## src/rtl/debouncer_n_pkg.sv

```systemverilog
// Shared constants and types for the N-channel input conditioner.
//   PS2_STABLE_CYCLES : default stability window for PS/2 at the divided clock
//   IDLE_LEVEL        : idle level of PS/2 and UART lines
//   PS2_CLK..SERIAL_IN: board channel indices
//   chan_out_t        : per-channel registered result (level + edge strobes)
package debouncer_n_pkg;

  localparam int   PS2_STABLE_CYCLES = 16;
  localparam logic IDLE_LEVEL        = 1'b1;

  localparam int PS2_CLK   = 0;
  localparam int PS2_DATA  = 1;
  localparam int BTN       = 2;
  localparam int SERIAL_IN = 3;

  typedef struct packed {
    logic lvl;
    logic rise;
    logic fall;
  } chan_out_t;

endpackage

```

## src/rtl/debounce_channel.sv

```systemverilog
// Single-bit input conditioner: synchroniser, stability counter, edge strobes.
//   clk    : system clock
//   reset  : asynchronous active-low reset
//   in_i   : raw asynchronous input
//   q_o    : registered level plus one-cycle rise/fall strobes
// With BYPASS=1 the counter is skipped and the level follows the synchroniser.
module debounce_channel
  import debouncer_n_pkg::*;
#(
  parameter int   SYNC_STAGES   = 2,
  parameter int   STABLE_CYCLES = PS2_STABLE_CYCLES,
  parameter logic RESET_VAL     = IDLE_LEVEL,
  parameter logic BYPASS        = 1'b0
) (
  input  logic      clk,
  input  logic      reset,
  input  logic      in_i,
  output chan_out_t q_o
);

  localparam int            CW      = $clog2(STABLE_CYCLES);
  localparam logic [CW-1:0] CNT_MAX = CW'(STABLE_CYCLES - 1);

  logic [SYNC_STAGES-1:0] sync_q;
  logic                   s;
  logic [CW-1:0]          cnt_q, cnt_d;
  logic                   out_q, out_d;
  logic                   rise_q, rise_d;
  logic                   fall_q, fall_d;

  assign s = sync_q[SYNC_STAGES-1];

  always_comb begin
    out_d = out_q;
    cnt_d = '0;
    if (BYPASS) begin
      out_d = s;
    end else if (s != out_q) begin
      // The update cycle reloads the counter to 0, so it never wraps.
      if (cnt_q == CNT_MAX) out_d = s;
      else                  cnt_d = cnt_q + 1'b1;
    end
    rise_d =  out_d & ~out_q;
    fall_d = ~out_d &  out_q;
  end

  always_ff @(posedge clk or negedge reset) begin
    if (!reset) begin
      sync_q <= {SYNC_STAGES{RESET_VAL}};
      cnt_q  <= '0;
      out_q  <= RESET_VAL;
      rise_q <= 1'b0;
      fall_q <= 1'b0;
    end else begin
      sync_q <= {sync_q[SYNC_STAGES-2:0], in_i};
      cnt_q  <= cnt_d;
      out_q  <= out_d;
      rise_q <= rise_d;
      fall_q <= fall_d;
    end
  end

  assign q_o = '{lvl: out_q, rise: rise_q, fall: fall_q};

endmodule

```

## src/rtl/debouncer_n.sv

```systemverilog
// N-channel input conditioner between raw board pins and the SoC.
//   clk     : system clock, single domain
//   reset   : asynchronous active-low reset
//   in      : raw asynchronous inputs, one per channel
//   out     : debounced (or synchronised-only) levels
//   rise    : one-cycle pulse per channel on 0->1 of out
//   fall    : one-cycle pulse per channel on 1->0 of out
//   changed : OR of all strobes, same cycle as the strobes
module debouncer_n
  import debouncer_n_pkg::*;
#(
  parameter int                  CHANNELS      = 2,
  parameter int                  SYNC_STAGES   = 2,
  parameter int                  STABLE_CYCLES = PS2_STABLE_CYCLES,
  parameter logic [CHANNELS-1:0] RESET_VALUE   = {CHANNELS{IDLE_LEVEL}},
  parameter logic [CHANNELS-1:0] BYPASS_MASK   = {CHANNELS{1'b0}}
) (
  input  logic                clk,
  input  logic                reset,
  input  logic [CHANNELS-1:0] in,
  output logic [CHANNELS-1:0] out,
  output logic [CHANNELS-1:0] rise,
  output logic [CHANNELS-1:0] fall,
  output logic                changed
);

  chan_out_t ch_q [CHANNELS];

  for (genvar gi = 0; gi < CHANNELS; gi++) begin : g_ch
    debounce_channel #(
      .SYNC_STAGES  (SYNC_STAGES),
      .STABLE_CYCLES(STABLE_CYCLES),
      .RESET_VAL    (RESET_VALUE[gi]),
      .BYPASS       (BYPASS_MASK[gi])
    ) u_ch (
      .clk  (clk),
      .reset(reset),
      .in_i (in[gi]),
      .q_o  (ch_q[gi])
    );
    assign out[gi]  = ch_q[gi].lvl;
    assign rise[gi] = ch_q[gi].rise;
    assign fall[gi] = ch_q[gi].fall;
  end

  // Pure OR of registered strobes, so it is glitch-free and aligned with them.
  assign changed = |(rise | fall);

endmodule

```

## config.mk

```make
export PLATFORM = sky130hd
export DESIGN_NAME = debouncer_n
export DESIGN_NICKNAME = d
export VERILOG_FILES = /design/src/rtl/debouncer_n_pkg.sv /design/src/rtl/debounce_channel.sv /design/src/rtl/debouncer_n.sv
export SDC_FILE = /design/constraint.sdc
export NUM_CORES = 1
export LEC_CHECK = 0
export BUFFER_PORTS_ARGS = -buffer_cell sky130_fd_sc_hd__clkbuf_2
export CORE_UTILIZATION = 55
export CTS_BUF_LIST = sky130_fd_sc_hd__clkbuf_8
export DETAILED_ROUTE_END_ITERATION = 10
export PLACE_DENSITY = 0.77
export SETUP_SLACK_MARGIN = 0.1
export SKIP_CTS_REPAIR_TIMING = 1
export SLEW_MARGIN = 20
export SYNTH_ARGS = -nofsm -noshare
export SYNTH_HDL_FRONTEND = slang
export SYNTH_HIERARCHICAL = 1
export SYNTH_SLANG_ARGS = --single-unit
export TNS_END_PERCENT = 20
```

## constraint.sdc

```tcl
create_clock -name clk -period 1.35 [get_ports clk]
set_clock_uncertainty 0.1 [all_clocks]
set_input_delay 0.2025 -clock clk [delete_from_list [all_inputs] [get_ports clk]]
set_output_delay 0.2025 -clock clk [all_outputs]
set_load 0.02 [all_outputs]
```

Word-level counts from Yosys, hierarchy flattened --
Index checks and enable logic that the tools add are counted.
Word-level totals: register bits after elaboration 18, output and inout port bits 7
Operators by class: add/sub/neg operators 2, eq/ne operators 4, muxes and demuxes 8, bitwise operators 9, reductions and logical operators 1
Operators with widths (count):
- 4-bit two-way mux | 4
- 4-bit by 1-bit adder with 4-bit output, second input constant | 2
- 4-bit equality test, second input constant | 2
- 1-bit bitwise AND | 4
- 1-bit two-way mux | 4
- 1-bit inverter | 4
- 1-bit inequality test | 2
- 2-bit OR | 1
- 2-bit OR reduction | 1

Depth between registers and ports, before layout --
depth after elaboration 5, gate-level depth with buffers 3, gate-level depth less buffers 3

By module --
Netlist, hierarchy kept.
By module, submodules not included:
- debounce_channel | instances 2, cells an instance 25, area an instance 361.6 µm², sequential area each 229.0 µm²
- debouncer_n | instances 1, cells an instance 1, area an instance 7.5 µm², sequential area each 0.0 µm²

Worst setup path after synthesis --
No wires, ideal clock.
path kind register to output, from register g_ch[0].u_ch.fall_q, to output port changed, data arrival time 1.124 ns, data required time 1.048 ns, path slack -0.076 ns, stages on the path, launching flop included 3, buffers on the path 1, cell sequence dfrtp_1 buf_4 or4_1
Between the ends: word-level cells in the longest chain between the ends 2
Ends and longest elaborated chain:
- start, declared | RTL line debounce_channel.sv:29 | logic fall_q, fall_d;
- start signal, assigned | RTL line debounce_channel.sv:59 | fall_q <= fall_d;
- 2-bit OR | RTL line debouncer_n.sv:47 | assign changed = |(rise | fall);
- 2-bit OR reduction | RTL line debouncer_n.sv:47
- end, declared | RTL line debouncer_n.sv:24 | output logic changed
Every way passes these cells.

Worst setup path after layout --
Ends and elaborated chain as after synthesis.

==> flow_metrics.env <==
export IMPL_status="complete, but fails checks"
export IMPL_violations="setup timing"
export IMPL_synth_top_area_cell="dfrtp_1"
export IMPL_cts_tree="done"
export IMPL_cts_htree_levels=1
export IMPL_num_antenna_cells=0
export IMPL_dp_hpwl_um=726
export IMPL_io_pins=11
export IMPL_die_x_um=38.5
export IMPL_post_place_ws_ps=1.94
export IMPL_path_cells="or4_4 > buf_6"
export IMPL_wirelength_mm=1.30
export IMPL_p_sw_share_pct=20.6
export IMPL_core_um2=1170
export IMPL_clk_latency_ps=250
export IMPL_start_kind="register"
export IMPL_final_common_cell="dfrtp_1"
export IMPL_fin_util_pct=78.0
export IMPL_hold_class="reg -> reg"
export IMPL_slew_headroom_pct=64.5
export IMPL_nets=71
export IMPL_layout_common_cells="12 x dfrtp_1, 7 x clkbuf_2, 6 x nor3b_1, 6 x dfstp_2"
export IMPL_crit_buf_inv=1
export IMPL_cpMaxStageDelayCell="or4_4"
export IMPL_synth_fp_nets=57
export IMPL_yosys_area_top_type_share_pct=41.1
export IMPL_yosysUniqueCellTypes=14
export IMPL_cts_buffers=3
export IMPL_power_total_mw=1.09
export IMPL_p_per_area_nw_per_um2=1190
export IMPL_setup_tns_ps=-270
export IMPL_vias=421
export IMPL_cts_buffer_depth=2
export IMPL_switching_power_uw=224
export IMPL_ys_warn_count=6
export IMPL_path_clk_slew_ps=60
export IMPL_synthCells=51
export IMPL_fin_crit_sh_pct=120
export IMPL_place_gp_congestion=0.665
export IMPL_drive_gt1_share_pct=48.4
export IMPL_worst_pin_slew_ps=528
export IMPL_grt_pass1_wl_mm=1.60
export IMPL_endpoint_kind="output pin"
export IMPL_setup_ws_ps=-270
export IMPL_synth_area_leaders="dfrtp_1 41%, dfstp_2 22%, buf_4 6.2%"
export IMPL_p_int_uw=861
export IMPL_grt_overflow=0
export IMPL_ir_drop_mv=0.759
export IMPL_rsz0062_at_grt="true"
export IMPL_drcViolationCount=0
export IMPL_ys_ff_latch=18
export IMPL_port_buffers=10
export IMPL_drt_initial_drc_count=2
export IMPL_ant_nets=0
export IMPL_cp_slowest_stage_delay_ps=540
export IMPL_timing_hold_ws_ps=255
export IMPL_critPathMaxFanout=2
export IMPL_p_comb_share_pct=6.4
export IMPL_postSynthAreaPerCell_um2=14.3
export IMPL_leakagePower_nw=0.412
export IMPL_fin_crit_ps=1620
export IMPL_first_pass_iters=2
export IMPL_r2r_cells=3
export IMPL_syn_area_um2=731
export IMPL_critical_path_top_delay_family="simple AND/OR/NAND/NOR gates"
export IMPL_rows=12
export IMPL_maxCapViolations=0
export IMPL_critical_path_depth=2
export IMPL_final_max_slew_viol_count=0
export IMPL_synthToLayoutAreaGrowth_pct=25.0
export IMPL_cts_sinks=18
export IMPL_antenna_found_initial=0
export IMPL_die_height_um=38.5
export IMPL_whs_path_depth=0
export IMPL_wl_per_cell_um=16.7
export IMPL_arrival_ps=1320
export IMPL_power_share_clock_pct=39.0
export IMPL_crit_required_ps=1050
export IMPL_grt_use_total_pct=17.7
export IMPL_start_util_pct=62.4
export IMPL_avgViaCountPerCell=5.40
export IMPL_final_hold_viol_count=0
export IMPL_cts_root_buf="clkbuf_8"
export IMPL_seqPwrFrac_pct=54.5
export IMPL_max_freq_mhz=617
export IMPL_grt_max_degree=19
export IMPL_setup_worst_path_class="reg -> out"
export IMPL_yosysSeqAreaShare_pct=62.7
export IMPL_grt_pass1_vias=386
export IMPL_setup_violations=1
export IMPL_dieArea_um2=1480
==> final timing paths <==
path | slack (ps) | startpoint | end
max in group asynchronous | 500 | reset | g_ch[0].u_ch/sync_q[1]$_DFF_PN1_
min in group asynchronous | 310 | reset | g_ch[0].u_ch/fall_q$_DFF_PN0_
setup reg to reg | 110 | g_ch[1].u_ch/cnt_q[0]$_DFF_PN0_ | g_ch[1].u_ch/out_q$_DFF_PN1_
hold / removal | 250 | g_ch[1].u_ch/sync_q[0]$_DFF_PN1_ | g_ch[1].u_ch/sync_q[1]$_DFF_PN1_
setup / recovery | -270 | g_ch[0].u_ch/fall_q$_DFF_PN0_ | changed
hold reg to reg | 250 | g_ch[1].u_ch/sync_q[0]$_DFF_PN1_ | g_ch[1].u_ch/sync_q[1]$_DFF_PN1_
==> kinds of logic after synthesis <==
| group | share of synthesized area, % |
|---|---|
| AOI/OAI and AO/OA | 6.16 |
| xor gates and xnor gates | 4.79 |
| adders and majority gates | 3.42 |
| buffers and inverters | 6.16 |
| DFF | 62.7 |
| muxes | 4.11 |
| and+or+nand+nor | 12.7 |
==> layout make-up <==
class | instances | area (um^2)
fillers | 66 | 258
flip-flops and latches | 18 | 458
well taps | 14 | 17.5
repair buffers | 15 | 114
clock buffers | 4 | 55.1
multi-input cells | 27 | 269
==> power by group through the flow <==
stage | Sequential (mW) | Clock, mW | Combinational [mW]
after floorplan | 0.590 | 0 | 0.0318
after global placement | 0.593 | 0 | 0.0500
after detailed placement | 0.594 | 0 | 0.0506
after CTS | 0.585 | 0.438 | 0.0517
after global routing | 0.594 | 0.460 | 0.0801
final | 0.592 | 0.424 | 0.0697
==> cell usage after synthesis <==
cell type / n
xnor2_1: 4
or4_1: 1
ha_1: 2
a31oi_1: 2
a21o_1: 2
dfrtp_1: 12
nor2b_1: 2
nor2_1: 2
mux2_4: 2
dfstp_2: 6
nor3b_1: 6
nand3_2: 2
buf_4: 6
a311oi_1: 2
==> registers in the layout, indices dropped and copies added, names as in the netlist <==
| name | cells |
|---|---|
| g_ch.u_ch/fall_q | 2 |
| g_ch.u_ch/cnt_q | 8 |
| g_ch.u_ch/out_q | 2 |
| g_ch.u_ch/sync_q | 4 |
| g_ch.u_ch/rise_q | 2 |
==> worst register-to-register path, cell delays in order (launching register included) <==
cell and delay [ps]:
dfrtp_1 440, ha_4 180, nand3_2 130, mux2_4 320
==> layer usage <==
metal | track usage, % | share of wire, % | up-vias
li1 | - | - | 199
met1 | 19.0 | 41 | 203
met2 | 28.0 | 53 | 14
met3 | 10.5 | 5.0 | 5
met4 | 7.76 | 1.5 | 0
met5 | 0 | 0 | -
==> per-stage QoR <==
stage | std cells | instance area [um^2]
2_1_floorplan | 51 | 738
3_3_place_gp | 69 | 757
3_5_place_dp | 69 | 757
4_1_cts | 73 | 812
5_1_grt | 78 | 913
6_report | 78 | 913
Note: power is estimated with default switching activity, not from simulation.
